--- src/rtl/ifetch_unit.sv ---
// DLX instruction fetch stage: PC register, imem req/ready handshake and next-PC selection.
// Define IFETCH_ALIGN_CHECK_EN to trap misaligned targets (sticky misalign flag + terminal HALT).
module ifetch_unit #(
  parameter logic [0:31] RESET_PC = 32'h0000_0000
) (
  input  logic        clk_i,
  input  logic        rst_ni,
  output logic        imem_req_o,
  output logic [0:31] imem_addr_o,
  input  logic        imem_ready_i,
  input  logic [0:31] imem_rdata_i,
  output logic [0:31] instr_o,
  output logic        instr_valid_o,
  input  logic        instr_accept_i,
  input  logic        jump_i,
  input  logic        regToPC_i,
  input  logic        branch_i,
  input  logic        branchZero_i,
  input  logic [0:31] rs1_val_i,
  output logic [0:31] pc_plus4_o,
  output logic        misalign_o
);

  typedef enum logic [1:0] {
    ST_RST   = 2'd0,
    ST_FETCH = 2'd1,
    ST_VALID = 2'd2
`ifdef IFETCH_ALIGN_CHECK_EN
    , ST_HALT = 2'd3
`endif
  } state_e;

  state_e      state_q, state_d;
  logic [0:31] pc_q, pc_d;
  logic [0:31] instr_q, instr_d;
  logic [0:31] pc_plus4;
  logic [0:31] jump_tgt;
  logic [0:31] branch_tgt;
  logic [0:31] next_raw;
  logic [0:31] next_pc;
  logic        taken;
  logic        accept_fire;

  assign accept_fire = (state_q == ST_VALID) && instr_accept_i;

  // Bits [0:31] are MSB-first, so instr[6] / instr[16] are the offset sign bits.
  assign pc_plus4   = pc_q + 32'd4;
  assign jump_tgt   = pc_plus4 + {{6{instr_q[6]}}, instr_q[6:31]};
  assign branch_tgt = pc_plus4 + {{16{instr_q[16]}}, instr_q[16:31]};
  assign taken      = branchZero_i ? (rs1_val_i == 32'd0) : (rs1_val_i != 32'd0);

  always_comb begin
    next_raw = pc_plus4;
    if (regToPC_i) begin
      next_raw = rs1_val_i;
    end else if (jump_i) begin
      next_raw = jump_tgt;
    end else if (branch_i && taken) begin
      next_raw = branch_tgt;
    end
  end

`ifdef IFETCH_ALIGN_CHECK_EN
  logic misaligned;
  logic misalign_q, misalign_d;

  assign next_pc    = next_raw;
  assign misaligned = |next_raw[30:31];
  assign misalign_d = misalign_q | (accept_fire && misaligned);
  assign misalign_o = misalign_q;

  always_ff @(posedge clk_i or negedge rst_ni) begin
    if (!rst_ni) begin
      misalign_q <= 1'b0;
    end else begin
      misalign_q <= misalign_d;
    end
  end
`else
  assign next_pc    = next_raw & 32'hFFFF_FFFC;
  assign misalign_o = 1'b0;
`endif

  assign pc_d    = accept_fire ? next_pc : pc_q;
  assign instr_d = ((state_q == ST_FETCH) && imem_ready_i) ? imem_rdata_i : instr_q;

  always_ff @(posedge clk_i or negedge rst_ni) begin
    if (!rst_ni) begin
      state_q <= ST_RST;
    end else begin
      state_q <= state_d;
    end
  end

  always_ff @(posedge clk_i or negedge rst_ni) begin
    if (!rst_ni) begin
      pc_q    <= RESET_PC;
      instr_q <= '0;
    end else begin
      pc_q    <= pc_d;
      instr_q <= instr_d;
    end
  end

  always_comb begin
    state_d = state_q;
    case (state_q)
      ST_RST:   state_d = ST_FETCH;
      ST_FETCH: if (imem_ready_i) state_d = ST_VALID;
      ST_VALID: begin
        if (instr_accept_i) begin
`ifdef IFETCH_ALIGN_CHECK_EN
          state_d = misaligned ? ST_HALT : ST_FETCH;
`else
          state_d = ST_FETCH;
`endif
        end
      end
`ifdef IFETCH_ALIGN_CHECK_EN
      ST_HALT:  state_d = ST_HALT;
`endif
      default:  state_d = ST_RST;
    endcase
  end

  always_comb begin
    imem_req_o    = (state_q == ST_FETCH);
    instr_valid_o = (state_q == ST_VALID);
  end

  assign imem_addr_o = pc_q;
  assign instr_o     = instr_q;
  assign pc_plus4_o  = pc_plus4;

endmodule

--- config.mk ---
export PLATFORM = sky130hd
export DESIGN_NAME = ifetch_unit
export DESIGN_NICKNAME = d
export VERILOG_FILES = /design/src/rtl/ifetch_unit.sv
export SDC_FILE = /design/constraint.sdc
export NUM_CORES = 1
export LEC_CHECK = 0
export BUFFER_PORTS_ARGS = -buffer_cell sky130_fd_sc_hd__buf_2
export CAP_MARGIN = 30
export CORE_ASPECT_RATIO = 1.75
export CORE_MARGIN = 2
export CORE_UTILIZATION = 38
export CTS_CLUSTER_SIZE = 12
export DETAILED_ROUTE_END_ITERATION = 10
export SLEW_MARGIN = 25
export SYNTH_ARGS = -nofsm -noshare
export SYNTH_HDL_FRONTEND = slang
export SYNTH_SLANG_ARGS = --single-unit
export TNS_END_PERCENT = 100
--- constraint.sdc ---
create_clock -name clk_i -period 4.9 [get_ports clk_i]
set_input_delay 0 -clock clk_i [delete_from_list [all_inputs] [get_ports clk_i]]
set_output_delay 0 -clock clk_i [all_outputs]
set_load 0.02 [all_outputs]
==> After elaboration in Yosys (flattened, before gate mapping) <==
Cells that the tools add are included.
{ "totals": {"in_bits": 72, "ff_bits": 64, "out_inout_bits": 99, "elab_cells": 24} }
{ "op_classes": {"addsub": 3, "mux": 7, "n_eq_ne": 4, "n_reduce_logical": 7} }
{ "op_table": {"columns": ["cell", "n"], "rows": [
  ["$mux W32", 3],
  ["$add A32 B32 Y32", 2],
  ["$add A32 B3 Y32 const B", 1],
  ["$logic_not A32 Y1", 1],
  ["$reduce_bool A32 Y1", 1],
  ["$pmux W2 S3", 1],
  ["$mux W2", 2],
  ["$ne A2 B1 Y1 const B", 2],
  ["$logic_and A1 B1 Y1", 3],
  ["$eq A2 B1 Y1 const B", 1],
  ["$eq A2 B2 Y1 const B", 1],
  ["$logic_not A2 Y1", 1],
  ["$reduce_and A2 Y1", 1],
  ["$mux W1", 1]
]} }

==> Logic depth before layout (Yosys ltp) <==
{ "depth": {"depth_word": 6, "ltp_mapped": 20, "ltp_nobuf": 19} }

==> Worst setup path after synthesis <==
Ideal clock, no wire load.
{ "synth_timing": {"kind": "reg-to-reg", "from": "reg pc_q (netlist bit imem_addr_o[29])", "to": "reg pc_q (netlist bit imem_addr_o[8])", "required_time_ps": 4831, "setup_ps": 69, "stages_incl_launch_ff": 17, "t_arrival_ps": 4323, "slack_ps": 508, "n_path_buf": 0, "cell_sequence": "dfrtp_1 -> ha_1 -> nand4_1 -> nor2_1 -> nand3_1 -> xnor2_1 -> ha_1 -> and3_4 -> a22o_1 -> or3_1 -> or3_4 -> a31oi_4 -> nand2_2 -> a21bo_1 -> xnor2_1 -> a221o_1 -> nand3_1"} }
{ "synth_via": {"elab_chain_len": 5, "elab_cells_between_ends": 6, "cone_classes": "3 x add/sub; 3 x mux"} }
{ "synth_rtl": {"columns": ["element", "line_no", "text"], "rows": [
  ["start, declared", "34", "logic [0:31] pc_q, pc_d;"],
  ["start signal, assigned", "100", "pc_q <= pc_d;"],
  ["$add A32 B3 Y32 *", "47", "assign pc_plus4 = pc_q + 32'd4;"],
  ["net pc_plus4_o, one bit", "20", "output logic [0:31] pc_plus4_o,"],
  ["$add A32 B32 Y32", "49", "assign branch_tgt = pc_plus4 + {{16{instr_q[16]}}, instr_q[16:31]};"],
  ["$mux W32", "58", "end else if (branch_i && taken) begin"],
  ["$mux W32 *", "56", "end else if (jump_i) begin"],
  ["$mux W32 *", "54", "if (regToPC_i) begin"]
]} }
Mark *: on every way through the listed nets, which the timed path passes. The rest lies on a longest branch.
A chain may end at the register's enable or synchronous reset.

==> Worst setup path after layout <==
{ "layout_timing": {"from": "reg pc_q (netlist bit imem_addr_o[19])", "to": "reg pc_q (netlist bit imem_addr_o[0])"} }
{ "layout_via": {"elab_chain_len": 5, "elab_cells_between_ends": 6, "cone_classes": "3 x add/sub; 3 x mux"} }
{ "layout_rtl": {"columns": ["element", "line_no"], "rows": [
  ["$add A32 B3 Y32 *", "47"],
  ["$add A32 B32 Y32", "49"],
  ["$mux W32", "58"],
  ["$mux W32 *", "56"],
  ["$mux W32 *", "54"]
]} }
Every way passes the cells marked *; elsewhere a longest branch is shown, timed or not.

==> results by group <==
Route
  – Met2 wire len: 11800 um
  – Uppermost routed layer: met4
  – Average via count per standard cell: 5.73
  – Routed length per instance: between 15 and 20 um
  – Vias: between 6000 and 7000
  – DRT antenna net count: 0
  – # DRC: 0
  – Total wire length after detailed routing: about 23000 um
  – Drt first pass iters: 5
  – WL met1: ~8000 um
  – DRT iter0 DRCs: between 200 and 300
  – Met3 WL: 1210 um

Die
  – Die W: between 90 and 100 um
  – Core ar.: approximately 0.016 sq mm
  – Initial Util: 0.385
  – Rows: just over 60
  – I/O pins: approximately 170
  – Die Ht: between 150 and 200 um
  – Die area: 0.0170 sq mm

Final layout
  – Fill count: roughly 1600
  – Final Net Count: about 1100
  – Layout cells sized above 1: 0.251
  – Multi-input logic area: 0.00428 sq mm
  – Register area: between 0.0015 and 0.002 sq mm
  – Area Overhead vs Synth: 31.3%

GRT
  – First-pass GRT wire length: 34300 um
  – Initial antenna violation count: 2
  – Grt total ovfl: 0
  – Largest net degree at the start of global routing: 65
  – GRT Total Usage: 0.261
  – Vias in the first global route: between 6000 and 7000

Worst setup path
  – Worst Path Max Fanout: 6
  – Critical-path cell list: and3_1, and3_1, nand3_1, nor3_1, nand4_1, xnor2_1, ha_1, and4_1, and4_1, a31oi_1, o21ai_0, a21oi_1, o21ai_1, mux2i_1, nor3_1, mux2i_1, nand3_1
  – Critical Path AT: 4.61 ns
  – Reg-to-reg setup timing slack: just over 0.5 ns
  – Critical Path RT: 5.12 ns
  – CP endpoint kind: flip-flop
  – Crit Reg-Reg Startpoint: imem_addr_o[19]
  – CP peak stage delay: between 0.5 and 0.6 ns
  – Critical path type: flip-flop to flip-flop
  – Worst r2r path cells: 17
  – CP max stage cell: nor3_1
  – FF-to-FF End: imem_addr_o[0]
  – Element type at the critical path start: flip-flop

Hold path
  – Worst hold path class: input port to flip-flop
  – Worst hold path endpoint: imem_addr_o[17]
  – Hold path start: rs1_val_i[17]
  – Worst hold path cell count: 3

CTS
  – H-tree depth: 3
  – Bufs on Longest Clock Path: 2
  – Clk Latency, worst-skew pair: 0.34 ns
  – CTS clk-pin slew, worst paths: 0.06 ns
  – CTS tree: yes
  – Postcts setup bufs: 0
  – CTS buffer count: 9
  – Clock sink count: 64
  – Root Driver: clkbuf_16

STA
  – Hold Slack: roughly 0.013 ns
  – Clock period minus worst slack: 4.40 ns
  – Fmax: 0.228 GHz
  – Clk_skew: between 0.008 and 0.009 ns
  – Endpoints failing hold: 0
  – Fin Setup TNS: 0 ns
  – RSZ-0062 raised after global routing: false
  – Slew margin rel.: 0.505
  – Worst-margin pin slew: 0.740 ns
  – Final-report max-slew violation count: 0
  – Final period util: 0.897
  – Finish-stage setup viols: 0

Synth
  – Yosys reg bits: 64
  – Cell Area, Synth: approximately 0.006 sq mm
  – Ys async rst share: 1.00
  – Mapped Cells: about 730
  – Seq/Total Area, Yosys: 0.265
  – Unique cell type count in the Yosys netlist: 64
  – Mean Syn Cell Area: roughly 8.3 sq um
  – Number of synthesized flops with an enable pin: 0
  – Top cells by area, synth: dfrtp_1 26%, ha_1 10%, mux2_2 6.0%, xnor2_1 5.9%, a21oi_1 5.0%
  – Top cell type's share of synthesized area: 0.265
  – Cell taking the most area after synthesis: dfrtp_1
  – Ys flop type: dfrtp_1
  – Yosys warns: 0

Job
  – Max_cap viols: 0

Power
  – Combinational Power Share: 0.720
  – Overall power: ~6.7 mW
  – LEAKAGE: ~3.7 nW
  – NetSw: 3.50 mW
  – Clock power frac: 0.114
  – Pwr dens: about 850 mW/mm^2
  – Max IR drop VDD: 0.449 mV
  – Reg power frac: 0.166
  – Pint: 3.22 mW
  – Sw Ratio: 0.521

Placed design
  – Port buffer count: 165
  – GPL Wtd Cong: 0.941
  – DP Wirelength: approximately 17000 um

Status
  – Status: completed
[power groups by stage]
stage | registers, mW | clock network (mW) | logic [mW]
2_1_floorplan | 1.34 | 0 | 3.17
3_3_place_gp | 1.12 | 0 | 4.73
3_5_place_dp | 1.12 | 0 | 4.72
4_1_cts | 1.11 | 0.778 | 4.80
5_1_grt | 1.16 | 0.796 | 5.28
6_report | 1.11 | 0.766 | 4.84
[synth_stat cells (all sizes together), types with 17 or more instances]
cell and number:
nand2 75, o21ai 66, dfrtp 64, a21oi 60
ha 49, nor2 46, xnor2 41, mux2 32
nand3 31, clkbuf 27, xor2 22, a21o 20
a211oi 17
[per-layer routing]
metal / up-vias / global-route usage
li1: 3129 / -
met1: 3054 / 0.275
met2: 249 / 0.476
met3: 85 / 0.0404
met4: 0 / 0.164
met5: - / 0
[final cells by class]
cell class	instances	share of cell area
flip-flops and latches	64	0.202
diodes	2	0.000630
inverters	9	0.00425
clock inverters	7	0.0151
well taps	189	0.0298
repair buffers	228	0.181
multi-input cells	629	0.539
clock buffers	9	0.0284
[cells in the final DEF, fill, tap and decap left out, types with 8 or more instances in the layout]
master and n:
buf_4 13, nand2b_1 11, and3_1 13, nor2b_1 11, ha_1 49, inv_1 9, a31oi_1 9, nand4_1 14
nor2_1 46, a21o_1 20, xnor2_1 41, buf_2 165, o21ai_0 56, mux2_2 32, and2_1 8, dfrtp_1 64
clkbuf_16 9, nand2_1 74, nor3_1 10, a211oi_1 16, xor2_1 22, o21ai_1 10, a21oi_1 60, dlygate4sd3_1 49
nor4_1 12, nand3_1 31
[metrics by stage]
step / setup WS [ns] / instance area, sq um / cells / utilization
2_1_floorplan: 0.508 / 6060 / 736 / -
3_3_place_gp: 0.473 / 7080 / 1069 / 0.450
3_5_place_dp: 0.502 / 7080 / 1069 / 0.450
4_1_cts: 0.482 / 7910 / 1134 / 0.503
5_1_grt: 0.112 / 7940 / 1136 / 0.505
6_report: 0.504 / 7940 / 1137 / 0.505
[cells by family after synthesis]
logic type                 after synthesis  share of synthesized area
other                                    1                   0.000620
buffers and inverters                   43                     0.0312
DFF                                     64                      0.265
and+or+nand+nor                        254                      0.211
muxes                                   35                     0.0645
AOI/OAI and AO/OA                      222                      0.232
adders and majority gates               50                      0.105
xor gates and xnor gates                63                     0.0912
[state kept, by name, indices dropped and copies added, names as in the netlist]
| signal | flops |
|---|---|
| instr_o | 32 |
| imem_addr_o | 30 |
| state_q | 2 |
[critical path, delay by kind of cell, from the launching register on]
kind            cells  cell delay (ns)
simple gates        9             2.16
mux                 2             0.34
flops               1             0.47
xor+xnor            1             0.45
compound gates      4             0.46
fa+ha+maj           1             0.38
[repair_timing]
action,4_1_cts,5_1_grt
setup endpoints to repair,0,0
endpoints found under the hold margin,111,0
gates resized for setup,0,0
hold buffers,49,0
[worst max-delay path by stage]
stage | end | slack (ns) | cells past startpoint | start
5_1_grt | imem_addr_o[0] | 0.11 | 17 | imem_addr_o[18]
2_1_floorplan | imem_addr_o[8] | 0.51 | 16 | imem_addr_o[29]
3_5_place_dp | imem_addr_o[0] | 0.50 | 17 | imem_addr_o[18]
4_1_cts | imem_addr_o[0] | 0.48 | 17 | imem_addr_o[18]
6_report | imem_addr_o[0] | 0.50 | 17 | imem_addr_o[19]
3_3_place_gp | imem_addr_o[0] | 0.47 | 17 | imem_addr_o[18]
(Power assumes the default switching activity.)
